**src/rtl/serial_adder_pkg.sv**
```systemverilog
// Shared definitions for the bit-serial adder: FSM state encoding and the
// legal operand-width range, plus a helper used for the elaboration-time width check.
// Combinational/typedef-only; no latency, no flow control.
package serial_adder_pkg;

    typedef enum logic [1:0] {
        IDLE = 2'd0,
        RUN  = 2'd1,
        DONE = 2'd2
    } sa_state_t;

    localparam int SA_WIDTH_MIN = 2;
    localparam int SA_WIDTH_MAX = 32;

    function automatic bit sa_width_ok(input int w);
        return (w >= SA_WIDTH_MIN) && (w <= SA_WIDTH_MAX);
    endfunction

endpackage

```
**src/rtl/serial_adder_fa_cell.sv**
```systemverilog
// One-bit full adder cell used by the serial adder datapath.
// Latency: purely combinational (0 cycles).
// Backpressure: none; outputs follow inputs.
// Ports: a, b, c -- addend bits and carry-in; sum, cout -- sum bit and carry-out.
module fa_cell (
    input  logic a,
    input  logic b,
    input  logic c,
    output logic sum,
    output logic cout
);

    logic half;

    assign half = a ^ b;
    assign sum  = half ^ c;
    assign cout = (a & b) | (c & half);

endmodule

```
**src/rtl/serial_adder.sv**
```systemverilog
// Bit-serial adder: computes a + b + cin one bit per cycle through a single fa_cell.
// Latency: WIDTH+1 rising edges from accept to out_valid; one result per WIDTH+2 cycles.
// Backpressure: in_ready only in IDLE (no queueing); result held in DONE until out_ready.
//
// Ports:
//   clk, rst_n            -- clock, asynchronous active-low reset
//   in_valid/in_ready     -- operand handshake carrying a, b, cin
//   out_valid/out_ready   -- result handshake carrying sum, cout (and ovf)
// Optional: define SERIAL_ADDER_OVF_EN to add the signed-overflow output ovf.
module serial_adder
    import serial_adder_pkg::*;
#(
    parameter int WIDTH = 8
) (
    input  logic             clk,
    input  logic             rst_n,
    input  logic             in_valid,
    output logic             in_ready,
    input  logic [WIDTH-1:0] a,
    input  logic [WIDTH-1:0] b,
    input  logic             cin,
    output logic             out_valid,
    input  logic             out_ready,
    output logic [WIDTH-1:0] sum,
    output logic             cout
`ifdef SERIAL_ADDER_OVF_EN
    ,
    output logic             ovf
`endif
);

    localparam int CW = $clog2(WIDTH);

    if (!sa_width_ok(WIDTH)) begin : g_width_check
        $error("serial_adder: WIDTH out of supported range");
    end

    sa_state_t        state_q;
    sa_state_t        state_d;

    logic [WIDTH-1:0] a_q;
    logic [WIDTH-1:0] b_q;
    // Holds the WIDTH-1 sum bits produced so far; the final bit is merged
    // directly into the result register on the last RUN cycle.
    logic [WIDTH-2:0] s_q;
    logic [WIDTH-1:0] s_nxt;
    logic             carry_q;
    logic [CW-1:0]    cnt_q;

    logic [WIDTH-1:0] sum_q;
    logic             cout_q;

    logic             fa_sum;
    logic             fa_cout;
    logic             accept;
    logic             last_bit;

    fa_cell u_fa (
        .a    (a_q[0]),
        .b    (b_q[0]),
        .c    (carry_q),
        .sum  (fa_sum),
        .cout (fa_cout)
    );

    assign accept   = in_valid && in_ready;
    assign last_bit = (state_q == RUN) && (cnt_q == CW'(WIDTH - 1));
    assign s_nxt    = {fa_sum, s_q};

    // Next-state and handshake outputs.
    always_comb begin
        state_d   = state_q;
        in_ready  = 1'b0;
        out_valid = 1'b0;
        case (state_q)
            IDLE: begin
                in_ready = 1'b1;
                if (in_valid) begin
                    state_d = RUN;
                end
            end
            RUN: begin
                if (cnt_q == CW'(WIDTH - 1)) begin
                    state_d = DONE;
                end
            end
            DONE: begin
                out_valid = 1'b1;
                if (out_ready) begin
                    state_d = IDLE;
                end
            end
            default: begin
                state_d = IDLE;
            end
        endcase
    end

    always_ff @(posedge clk or negedge rst_n) begin
        if (!rst_n) begin
            state_q <= IDLE;
        end else begin
            state_q <= state_d;
        end
    end

    // Serial datapath. The result registers are written only on the last
    // RUN cycle, so sum/cout stay frozen while the next operation shifts.
    always_ff @(posedge clk or negedge rst_n) begin
        if (!rst_n) begin
            a_q     <= '0;
            b_q     <= '0;
            s_q     <= '0;
            carry_q <= 1'b0;
            cnt_q   <= '0;
            sum_q   <= '0;
            cout_q  <= 1'b0;
        end else if (accept) begin
            a_q     <= a;
            b_q     <= b;
            s_q     <= '0;
            carry_q <= cin;
            cnt_q   <= '0;
        end else if (state_q == RUN) begin
            a_q     <= a_q >> 1;
            b_q     <= b_q >> 1;
            s_q     <= s_nxt[WIDTH-1:1];
            carry_q <= fa_cout;
            // Counter saturates at WIDTH-1 so it never wraps inside a run.
            if (!last_bit) begin
                cnt_q <= cnt_q + CW'(1);
            end else begin
                sum_q  <= s_nxt;
                cout_q <= fa_cout;
            end
        end
    end

    assign sum  = sum_q;
    assign cout = cout_q;

`ifdef SERIAL_ADDER_OVF_EN
    logic ovf_q;

    // On the last cycle carry_q is the carry into the MSB.
    always_ff @(posedge clk or negedge rst_n) begin
        if (!rst_n) begin
            ovf_q <= 1'b0;
        end else if (last_bit) begin
            ovf_q <= carry_q ^ fa_cout;
        end
    end

    assign ovf = ovf_q;
`endif

endmodule

```
**config.mk**
```make
export PLATFORM = sky130hd
export DESIGN_NAME = serial_adder
export DESIGN_NICKNAME = d
export VERILOG_FILES = /design/src/rtl/serial_adder_pkg.sv /design/src/rtl/serial_adder_fa_cell.sv /design/src/rtl/serial_adder.sv
export SDC_FILE = /design/constraint.sdc
export NUM_CORES = 1
export LEC_CHECK = 0
export CAP_MARGIN = 20
export CORE_MARGIN = 1.5
export CORE_UTILIZATION = 55
export CTS_CLUSTER_SIZE = 12
export DETAILED_ROUTE_END_ITERATION = 10
export PLACE_DENSITY = 0.84
export SYNTH_ARGS = -nofsm -noshare
export SYNTH_HDL_FRONTEND = slang
export SYNTH_SLANG_ARGS = --single-unit
```
**constraint.sdc**
```tcl
create_clock -name clk -period 4.3 [get_ports clk]
set_input_delay 1.075 -clock clk [delete_from_list [all_inputs] [get_ports clk]]
set_output_delay 1.075 -clock clk [all_outputs]
set_load 0.005 [all_outputs]
```
==> results.sh, run 1 <==
export IMPL_status="complete, no violations"
export IMPL_max_freq_mhz=322.1
export IMPL_cts_root_buf="clkbuf_4"
export IMPL_dp_hpwl_microns=2226
export IMPL_vias_per_cell=6.103
export IMPL_crit_arrival_ps=2030
export IMPL_wl_per_cell_microns=15.41
export IMPL_cts_sinks=38
export IMPL_grt_max_degree=39
export IMPL_ys_seq_area_share_pct=55.51
export IMPL_cp_start_kind="flop"
export IMPL_area_growth_syn_to_layout_pct=19.07
export IMPL_swShare_pct=33.94
export IMPL_peakVddDrop_mv=0.3735
export IMPL_port_buffers=31
export IMPL_seqPwrFrac_pct=46.4
export IMPL_drv_cap=0
export IMPL_combPwrFrac_pct=39.7
export IMPL_clk_pin_slew_ps=110
export IMPL_syn_area_per_cell_sq_um=12.15
export IMPL_grt_pass1_vias=1302
export IMPL_grt_pass1_wl_microns=5451
export IMPL_min_path_cells=1
export IMPL_setup_viol=0
export IMPL_synthFlopType="dfrtp_1"
export IMPL_synth_area_top_cells="dfrtp_1 56%, o22ai_1 4.7%, mux2_2 4.6%, nor3_1 4.1%, a22o_1 3.6%"
export IMPL_fillerInstances=242
export IMPL_ys_seq_elements=38
export IMPL_worst_pin_slew_ps=578.1
export IMPL_reg2reg_from="cnt_q[0]"
export IMPL_rsz0062_at_grt="false"
export IMPL_drive_gt1_share_pct=12.87
export IMPL_wl_microns=3143
export IMPL_post_cts_buffers=0
export IMPL_power_share_clock_pct=13.9
export IMPL_rr_endpoint="sum[1]"
export IMPL_clkLatencyLatePin_ps=340
export IMPL_htreeDepth=2
export IMPL_cpPeakStageDelay_ps=730
export IMPL_cts_buffers=5
export IMPL_worstPathCellList="inv_2, nor2_1, clkdlybuf4s50_1"
export IMPL_critPathBufInv=2
export IMPL_drt_iter0_drc=51
export IMPL_reg2reg_slack_ps=2730
export IMPL_layout_cells_non_filler=204
export IMPL_slew_headroom_pct=61.46
export IMPL_grt_overflow_total=0
export IMPL_finalHoldViolations=0
export IMPL_synth_cell_types=31
export IMPL_die_h_microns=58.81
export IMPL_cts_resized=0
export IMPL_dp_cells=196
export IMPL_dieWidth_microns=58.81
export IMPL_worst_slack_ps=1196
export IMPL_final_setup_tns_ps=0
export IMPL_period_share_pct=72.19
export IMPL_fin_total_pwr_mw=1.383
export IMPL_internal_power_mw=0.9137
export IMPL_finalNetCount=194
export IMPL_cts_buffer_depth=2
export IMPL_synth_common_cells="38 x dfrtp_1, 14 x nor2_1, 14 x nor3_1, 13 x o22ai_1"
export IMPL_rr_worst_depth=4
export IMPL_synth_edf_count=0
export IMPL_postRouteAntennaNets=0
export IMPL_synth_area_sq_um=1713
export IMPL_initial_core_util_pct=57.04
export IMPL_post_route_drc_count=0
export IMPL_leakage_nw=0.8872
export IMPL_p_sw_mw=0.4693
export IMPL_grtUsageTotal_pct=20.89
export IMPL_cts_tree="yes"
export IMPL_crit_path_max_fanout=18
export IMPL_finalCriticalPeriod_ps=3104
export IMPL_vias=1245
export IMPL_worst_setup_path_type="reg -> out"
export IMPL_yosysMostFrequentCell="dfrtp_1"
export IMPL_ios=32
export IMPL_whs_endpoint="sum[0]"
export IMPL_syn_inst=141
export IMPL_powerDensity_nw_per_um2=678.2
export IMPL_async_flop_share_pct=100.0
export IMPL_worst_ep_required_time_ps=3220
export IMPL_dieArea_sq_um=3458
export IMPL_yosysTopAreaCellShare_pct=55.51
export IMPL_core_sq_um=3003
export IMPL_synth_top_area_cell="dfrtp_1"
export IMPL_pre_cts_ws_ps=1589
export IMPL_hold_class="reg -> reg"
export IMPL_hold_slack_ps=510.9
export IMPL_skew_ps=9.571
export IMPL_cp_top_family="buffers and inverters"
export IMPL_end_kind="output port"
export IMPL_syn_nets=165
export IMPL_ys_warn_count=0
export IMPL_num_antenna_cells=0
export IMPL_antenna_found_initial=0
export IMPL_drt_pass1_iter_count=4
export IMPL_holdCritStartpoint="sum[0]"
export IMPL_rows=20
export IMPL_crit_path_top_delay_cell="dfrtp_1"
export IMPL_maxSlewViolCount=0
export IMPL_place_congestion=0.7687
export IMPL_startpoint="state_q[1]"
export IMPL_hold_buffers=0
==> how the worst max path moves through the flow <==
stage	to	slack [ps]	depth (start not counted)
after CTS	out_valid	1190	3
after global placement	out_valid	1610	3
after floorplan	out_valid	2360	4
after global routing	out_valid	1040	3
final	out_valid	1200	3
after detailed placement	out_valid	1590	3
==> cells by family (layout without fill, tap and decap cells) <==
family | count (synthesis) | count (layout) | synth area share, %
buffers and inverters | 14 | 44 | 6.281
AND/OR/NAND/NOR | 37 | 37 | 11.76
flip-flops | 38 | 38 | 55.51
AO/OA/AOI/OAI | 40 | 40 | 17.46
adder cells (fa/ha/maj) | 3 | 3 | 2.629
multiplexers | 9 | 9 | 6.355
==> metal layers <==
layer  vias up  routed length (microns)  track usage [%]
met1       601                     1310            23.51
met2        51                     1569            36.51
met3         8                      214            6.374
met5         -                        0                0
li1        585                        -                -
met4         0                       48            8.766
==> sequential cells by signal, indices dropped and copies added, names as in the netlist <==
signal and cells:
a_q 8, b_q 8, carry_q 1, cnt_q 3
cout 1, s_q 7, state_q 2, sum 8
==> power groups by stage <==
| stage | clock [mW] | combinational, mW | sequential [mW] |
|---|---|---|---|
| floorplan | 0 | 0.434 | 0.608 |
| global placement | 0 | 0.520 | 0.639 |
| detailed placement | 0 | 0.551 | 0.650 |
| CTS | 0.199 | 0.553 | 0.643 |
| global route | 0.211 | 0.615 | 0.667 |
| finish | 0.192 | 0.549 | 0.642 |
==> metrics by stage <==
step                      cell area [sq um]  utilization, %
after detailed placement               1979           65.92
after floorplan                        1713               -
after global placement                 1979           65.92
after CTS                              2039           67.92
after global routing                   2039           67.92
final                                  2039           67.92
==> worst reg2reg max path, stage by stage (launching register included) <==
cell and delay, ps:
dfrtp_1 420, ha_1 210, ha_1 290, nand2_4 190, mux2_2 350
==> final cells by class <==
type | count | area (sq um) | area share (%)
clock inverters | 1 | 5.005 | 0.2454
inverters | 4 | 15.01 | 0.7362
clock buffers | 7 | 55.05 | 2.699
well taps | 33 | 41.29 | 2.025
flip-flops and latches | 38 | 950.9 | 46.63
multi-input cells | 89 | 654.4 | 32.09
repair buffers | 32 | 317.8 | 15.58
==> cells in the final DEF, fill, tap and decap left out, types with 2 or more instances in the layout <==
cell	n
dfrtp_1	38
clkdlybuf4s50_1	31
mux2_4	2
inv_1	2
nand2_4	2
o22ai_1	13
ha_1	2
o2bb2ai_1	3
a21oi_1	4
nor2_1	14
a22o_1	7
nand2_1	2
o32ai_1	3
nor3_1	14
clkbuf_4	5
mux2_2	7
a22oi_1	2
a2bb2oi_1	6
Power figures use the tool's default switching activity.
==> inputs of run 2 (changes only) <==
--- a/config.mk
+++ b/config.mk
@@ -7,10 +7,10 @@
 export LEC_CHECK = 0
 export CAP_MARGIN = 20
 export CORE_MARGIN = 1.5
-export CORE_UTILIZATION = 55
+export CORE_UTILIZATION = 51
 export CTS_CLUSTER_SIZE = 12
 export DETAILED_ROUTE_END_ITERATION = 10
-export PLACE_DENSITY = 0.84
+export PLACE_DENSITY = 0.78
 export SYNTH_ARGS = -nofsm -noshare
 export SYNTH_HDL_FRONTEND = slang
 export SYNTH_SLANG_ARGS = --single-unit
==> constraint.sdc (replaced) <==
create_clock -name clk -period 2.99 [get_ports clk]
set_input_delay 0.7475 -clock clk [delete_from_list [all_inputs] [get_ports clk]]
set_output_delay 0.7475 -clock clk [all_outputs]
set_load 0.005 [all_outputs]
==> run 2 against run 1 <==
Compared with the run above: critical path depth stayed put; highest routed layer unchanged; wire length is 2.6% lower; combinational power is 46% higher; utilization is 2.5 points lower; clock skew is 2.4 ps lower.
==> results.sh, run 2 (synthesized netlist as in run 1, its figures left out) <==
export IMPL_vias=1205
export IMPL_cp_start_kind="flop"
export IMPL_layout_common_cells="38 x dfrtp_1, 31 x clkdlybuf4s50_1, 14 x nor2_1, 14 x nor3_1, 13 x o22ai_1"
export IMPL_port_buffers=31
export IMPL_crit_path_top_delay_cell="clkdlybuf4s50_1"
export IMPL_fin_total_pwr_mw=1.944
export IMPL_rr_worst_depth=4
export IMPL_p_sw_mw=0.6517
export IMPL_antenna_found_initial=0
export IMPL_period_share_pct=79.03
export IMPL_wl_per_cell_microns=14.24
export IMPL_post_cts_buffers=0
export IMPL_hold_buffers=0
export IMPL_clkLatencyLatePin_ps=340
export IMPL_grtUsageTotal_pct=19.27
export IMPL_worst_pin_slew_ps=470.6
export IMPL_rsz0062_at_grt="false"
export IMPL_cts_root_buf="clkbuf_4"
export IMPL_skew_ps=7.214
export IMPL_final_setup_tns_ps=0
export IMPL_worstPathCellList="buf_4, nor2_1, clkdlybuf4s50_1"
export IMPL_max_freq_mhz=423.2
export IMPL_rows=20
export IMPL_finalHoldViolations=0
export IMPL_dieWidth_microns=60.96
export IMPL_cts_tree="yes"
export IMPL_end_kind="output port"
export IMPL_drv_cap=0
export IMPL_drt_iter0_drc=16
export IMPL_drive_gt1_share_pct=12.28
export IMPL_num_antenna_cells=0
export IMPL_clk_pin_slew_ps=90
export IMPL_place_congestion=0.8197
export IMPL_maxSlewViolCount=0
export IMPL_leakage_nw=0.8826
export IMPL_power_share_clock_pct=12.3
export IMPL_finalCriticalPeriod_ps=2363
export IMPL_cts_buffers=5
export IMPL_worst_setup_path_type="reg -> out"
export IMPL_peakVddDrop_mv=0.4828
export IMPL_min_path_cells=1
export IMPL_slew_headroom_pct=68.51
export IMPL_cts_resized=0
export IMPL_internal_power_mw=1.293
export IMPL_post_route_drc_count=0
export IMPL_grt_pass1_wl_microns=5154
export IMPL_dp_hpwl_microns=2143
export IMPL_htreeDepth=2
export IMPL_cp_top_family="buffers and inverters"
export IMPL_cpPeakStageDelay_ps=520
export IMPL_setup_viol=0
export IMPL_grt_max_degree=39
export IMPL_postRouteAntennaNets=0
export IMPL_powerDensity_nw_per_um2=950.5
export IMPL_area_growth_syn_to_layout_pct=19.43
export IMPL_finalNetCount=195
export IMPL_initial_core_util_pct=54.76
export IMPL_drt_pass1_iter_count=4
export IMPL_critPathBufInv=2
export IMPL_ios=32
export IMPL_combPwrFrac_pct=41.1
export IMPL_grt_overflow_total=0
export IMPL_final_common_cell="dfrtp_1"
export IMPL_vias_per_cell=5.605
export IMPL_seqPwrFrac_pct=46.6
export IMPL_cts_sinks=38
export IMPL_worst_ep_required_time_ps=2240
export IMPL_wl_microns=3062
export IMPL_cts_buffer_depth=2
export IMPL_path_depth=3
export IMPL_swShare_pct=33.52
export IMPL_crit_arrival_ps=1620
export IMPL_status="complete, no violations"
export IMPL_dieArea_sq_um=3716
export IMPL_core_sq_um=3128
export IMPL_crit_path_max_fanout=17
export IMPL_die_h_microns=60.96
export IMPL_grt_pass1_vias=1179
export IMPL_hold_class="reg -> reg"
## run 2: power groups by stage
| stage | clock, mW | combinational, mW | sequential [mW] |
|---|---|---|---|
| final | 0.239 | 0.799 | 0.906 |
| after global routing | 0.271 | 0.899 | 0.940 |
| after CTS | 0.250 | 0.809 | 0.908 |
| after detailed placement | 0 | 0.809 | 0.917 |
| after global placement | 0 | 0.769 | 0.906 |
| after floorplan | 0 | 0.624 | 0.874 |
## run 2: metal layers
layer | part of all wire, % | track usage (%) | routed length, microns
met5 | 0 | 0 | 0
met4 | 0.85 | 6.832 | 26
met3 | 4.4 | 5.970 | 135
met2 | 49 | 31.80 | 1494
met1 | 46 | 24.03 | 1405
## run 2: worst paths after layout
check                      endpoint        from  slack, ps
max in group asynchronous  cnt_q[2]       rst_n       1840
hold / removal               sum[0]      sum[0]        510
setup / recovery           in_ready  state_q[1]        630
hold reg to reg              sum[0]      sum[0]        510
min in group asynchronous   carry_q       rst_n        820
setup reg to reg             sum[2]    cnt_q[0]       1410
## run 2: worst register-to-register path, cell delays in order, from the launching register on
cell     delay, ps
dfrtp_1        430
ha_1           220
ha_1           280
nand2_4        190
mux2_2         350
## run 2: stage by stage
stage / util, % / std cells / setup slack [ps] / hold WS, ps / cell area [sq um]
floorplan: - / 141 / 1380 / 451.9 / 1713
global placement: 63.96 / 208 / 848.3 / 484.8 / 2001
detailed placement: 63.96 / 208 / 791.3 / 487.5 / 2001
CTS: 65.40 / 215 / 608.0 / 514.9 / 2046
global route: 65.40 / 215 / 541.3 / 523.2 / 2046
finish: 65.40 / 215 / 627.0 / 508.4 / 2046
## run 2: area by class of cell
class / count / area, sq um
fill: 257 / 1082
sequential: 38 / 950.9
multi-input combinational: 89 / 654.4
timing repair buffer: 33 / 325.3
tap: 44 / 55.05
clock buffer: 7 / 45.04
inverter: 4 / 15.01
==> inputs of run 3 (changes only) <==
==> constraint.sdc (replaced) <==
create_clock -name clk -period 2.45 [get_ports clk]
set_input_delay 0.6125 -clock clk [delete_from_list [all_inputs] [get_ports clk]]
set_output_delay 0.6125 -clock clk [all_outputs]
set_load 0.005 [all_outputs]
==> run 3 against run 2 <==
Compared with the run above: clock-buffer cell count decreased by 1; power rose by 25%; wire length grew 8.9%; sequential cell count is the same; largest power group unchanged.
==> results.sh, run 3 (synthesized netlist as in run 1, its figures left out) <==
export IMPL_p_sw_mw=0.8264
export IMPL_post_cts_buffers=0
export IMPL_antenna_found_initial=0
export IMPL_area_growth_syn_to_layout_pct=20.23
export IMPL_dieArea_sq_um=3716
export IMPL_dp_hpwl_microns=2307
export IMPL_worst_pin_slew_ps=490.5
export IMPL_power_share_clock_pct=13.1
export IMPL_reg2reg_slack_ps=870
export IMPL_crit_arrival_ps=1590
export IMPL_leakage_nw=0.8917
export IMPL_core_sq_um=3128
export IMPL_htreeDepth=2
export IMPL_vias_per_cell=5.837
export IMPL_rr_endpoint="sum[6]"
export IMPL_fin_total_pwr_mw=2.431
export IMPL_period_share_pct=89.78
export IMPL_finalCriticalPeriod_ps=2200
export IMPL_post_route_drc_count=0
export IMPL_swShare_pct=34.00
export IMPL_combPwrFrac_pct=40.5
export IMPL_slew_headroom_pct=67.18
export IMPL_maxSlewViolCount=0
export IMPL_end_kind="output port"
export IMPL_rows=20
export IMPL_dieWidth_microns=60.96
export IMPL_seqPwrFrac_pct=46.4
export IMPL_crit_path_max_fanout=11
export IMPL_num_antenna_cells=0
export IMPL_min_path_cells=1
export IMPL_drt_iter0_drc=49
export IMPL_cts_buffer_depth=2
export IMPL_place_congestion=0.8119
export IMPL_drv_cap=0
export IMPL_setup_viol=0
export IMPL_cts_root_buf="clkbuf_4"
export IMPL_drive_gt1_share_pct=13.45
export IMPL_internal_power_mw=1.604
export IMPL_max_freq_mhz=454.6
export IMPL_finalNetCount=196
export IMPL_cts_buffers=5
export IMPL_final_common_cell="dfrtp_1"
export IMPL_wl_per_cell_microns=15.52
export IMPL_clkLatencyLatePin_ps=340
export IMPL_peakVddDrop_mv=0.5239
export IMPL_rsz0062_at_grt="false"
export IMPL_grtUsageTotal_pct=21.46
export IMPL_rr_worst_depth=4
export IMPL_port_buffers=31
export IMPL_vias=1255
export IMPL_initial_core_util_pct=54.76
export IMPL_worst_ep_required_time_ps=1840
export IMPL_ios=32
export IMPL_final_setup_tns_ps=0
export IMPL_cp_start_kind="flop"
export IMPL_grt_pass1_vias=1270
export IMPL_powerDensity_nw_per_um2=1180
export IMPL_drt_pass1_iter_count=4
export IMPL_hold_class="reg -> reg"
export IMPL_hold_buffers=0
export IMPL_whs_endpoint="s_q[0]"
export IMPL_worst_setup_path_type="reg -> out"
export IMPL_die_h_microns=60.96
export IMPL_layout_common_cells="38 x dfrtp_1, 31 x clkdlybuf4s50_1, 14 x nor2_1, 14 x nor3_1, 13 x o22ai_1"
export IMPL_finalHoldViolations=0
export IMPL_clk_pin_slew_ps=100
export IMPL_grt_pass1_wl_microns=5706
export IMPL_wl_microns=3336
export IMPL_grt_max_degree=39
export IMPL_skew_ps=2.891
export IMPL_cts_tree="yes"
export IMPL_holdCritStartpoint="s_q[0]"
export IMPL_status="complete, no violations"
export IMPL_reg2reg_from="cnt_q[0]"
export IMPL_cts_resized=0
export IMPL_grt_overflow_total=0
export IMPL_cts_sinks=38
export IMPL_postRouteAntennaNets=0
## run 3: worst max-delay path by stage
stage	from	endpoint	cells after the start	slack, ps
3_5_place_dp	in_valid	s_q[5]	4	390
3_3_place_gp	in_valid	s_q[1]	4	450
5_1_grt	state_q[1]	out_valid	3	160
4_1_cts	state_q[0]	in_ready	2	230
6_report	state_q[0]	in_ready	2	250
2_1_floorplan	state_q[1]	out_valid	4	980
## run 3: power groups by stage
stage	clock network (mW)	logic, mW	registers [mW]
after floorplan	0	0.761	1.07
after global placement	0	0.937	1.11
after detailed placement	0	0.991	1.14
after CTS	0.332	0.991	1.13
after global routing	0.360	1.09	1.17
final	0.319	0.984	1.13
## run 3: layout make-up
| type | instances | area [sq um] |
|---|---|---|
| clock buffers | 6 | 51.30 |
| well taps | 44 | 55.05 |
| inverters | 4 | 15.01 |
| repair buffers | 34 | 332.8 |
| multi-input cells | 89 | 654.4 |
| fillers | 241 | 1069 |
| flip-flops and latches | 38 | 950.9 |
## run 3: through the flow
stage               instances  worst slack, ps  utilization [%]  hold slack, ps  cell area (sq um)
floorplan                 141            975.4                -           316.9               1713
global placement          209            447.5            64.20           484.3               2008
detailed placement        209            393.2            64.20           494.1               2008
CTS                       215            233.9            65.84           518.9               2059
global route              215            161.7            65.84           536.3               2059
finish                    215            250.5            65.84           515.5               2059
## run 3: metal layers
layer  global-route usage [%]  part of all wire [%]  wire (microns)
met2                    35.33                    49            1639
met3                    6.610                   5.3             177
met1                    26.47                    44            1452
met4                    8.385                   2.0              67
met5                        0                     0               0
## run 3: worst max-delay path: stages, from the launching register on
cell	delay, ps
dfrtp_1	530
nor2_1	200
clkdlybuf4s50_1	530
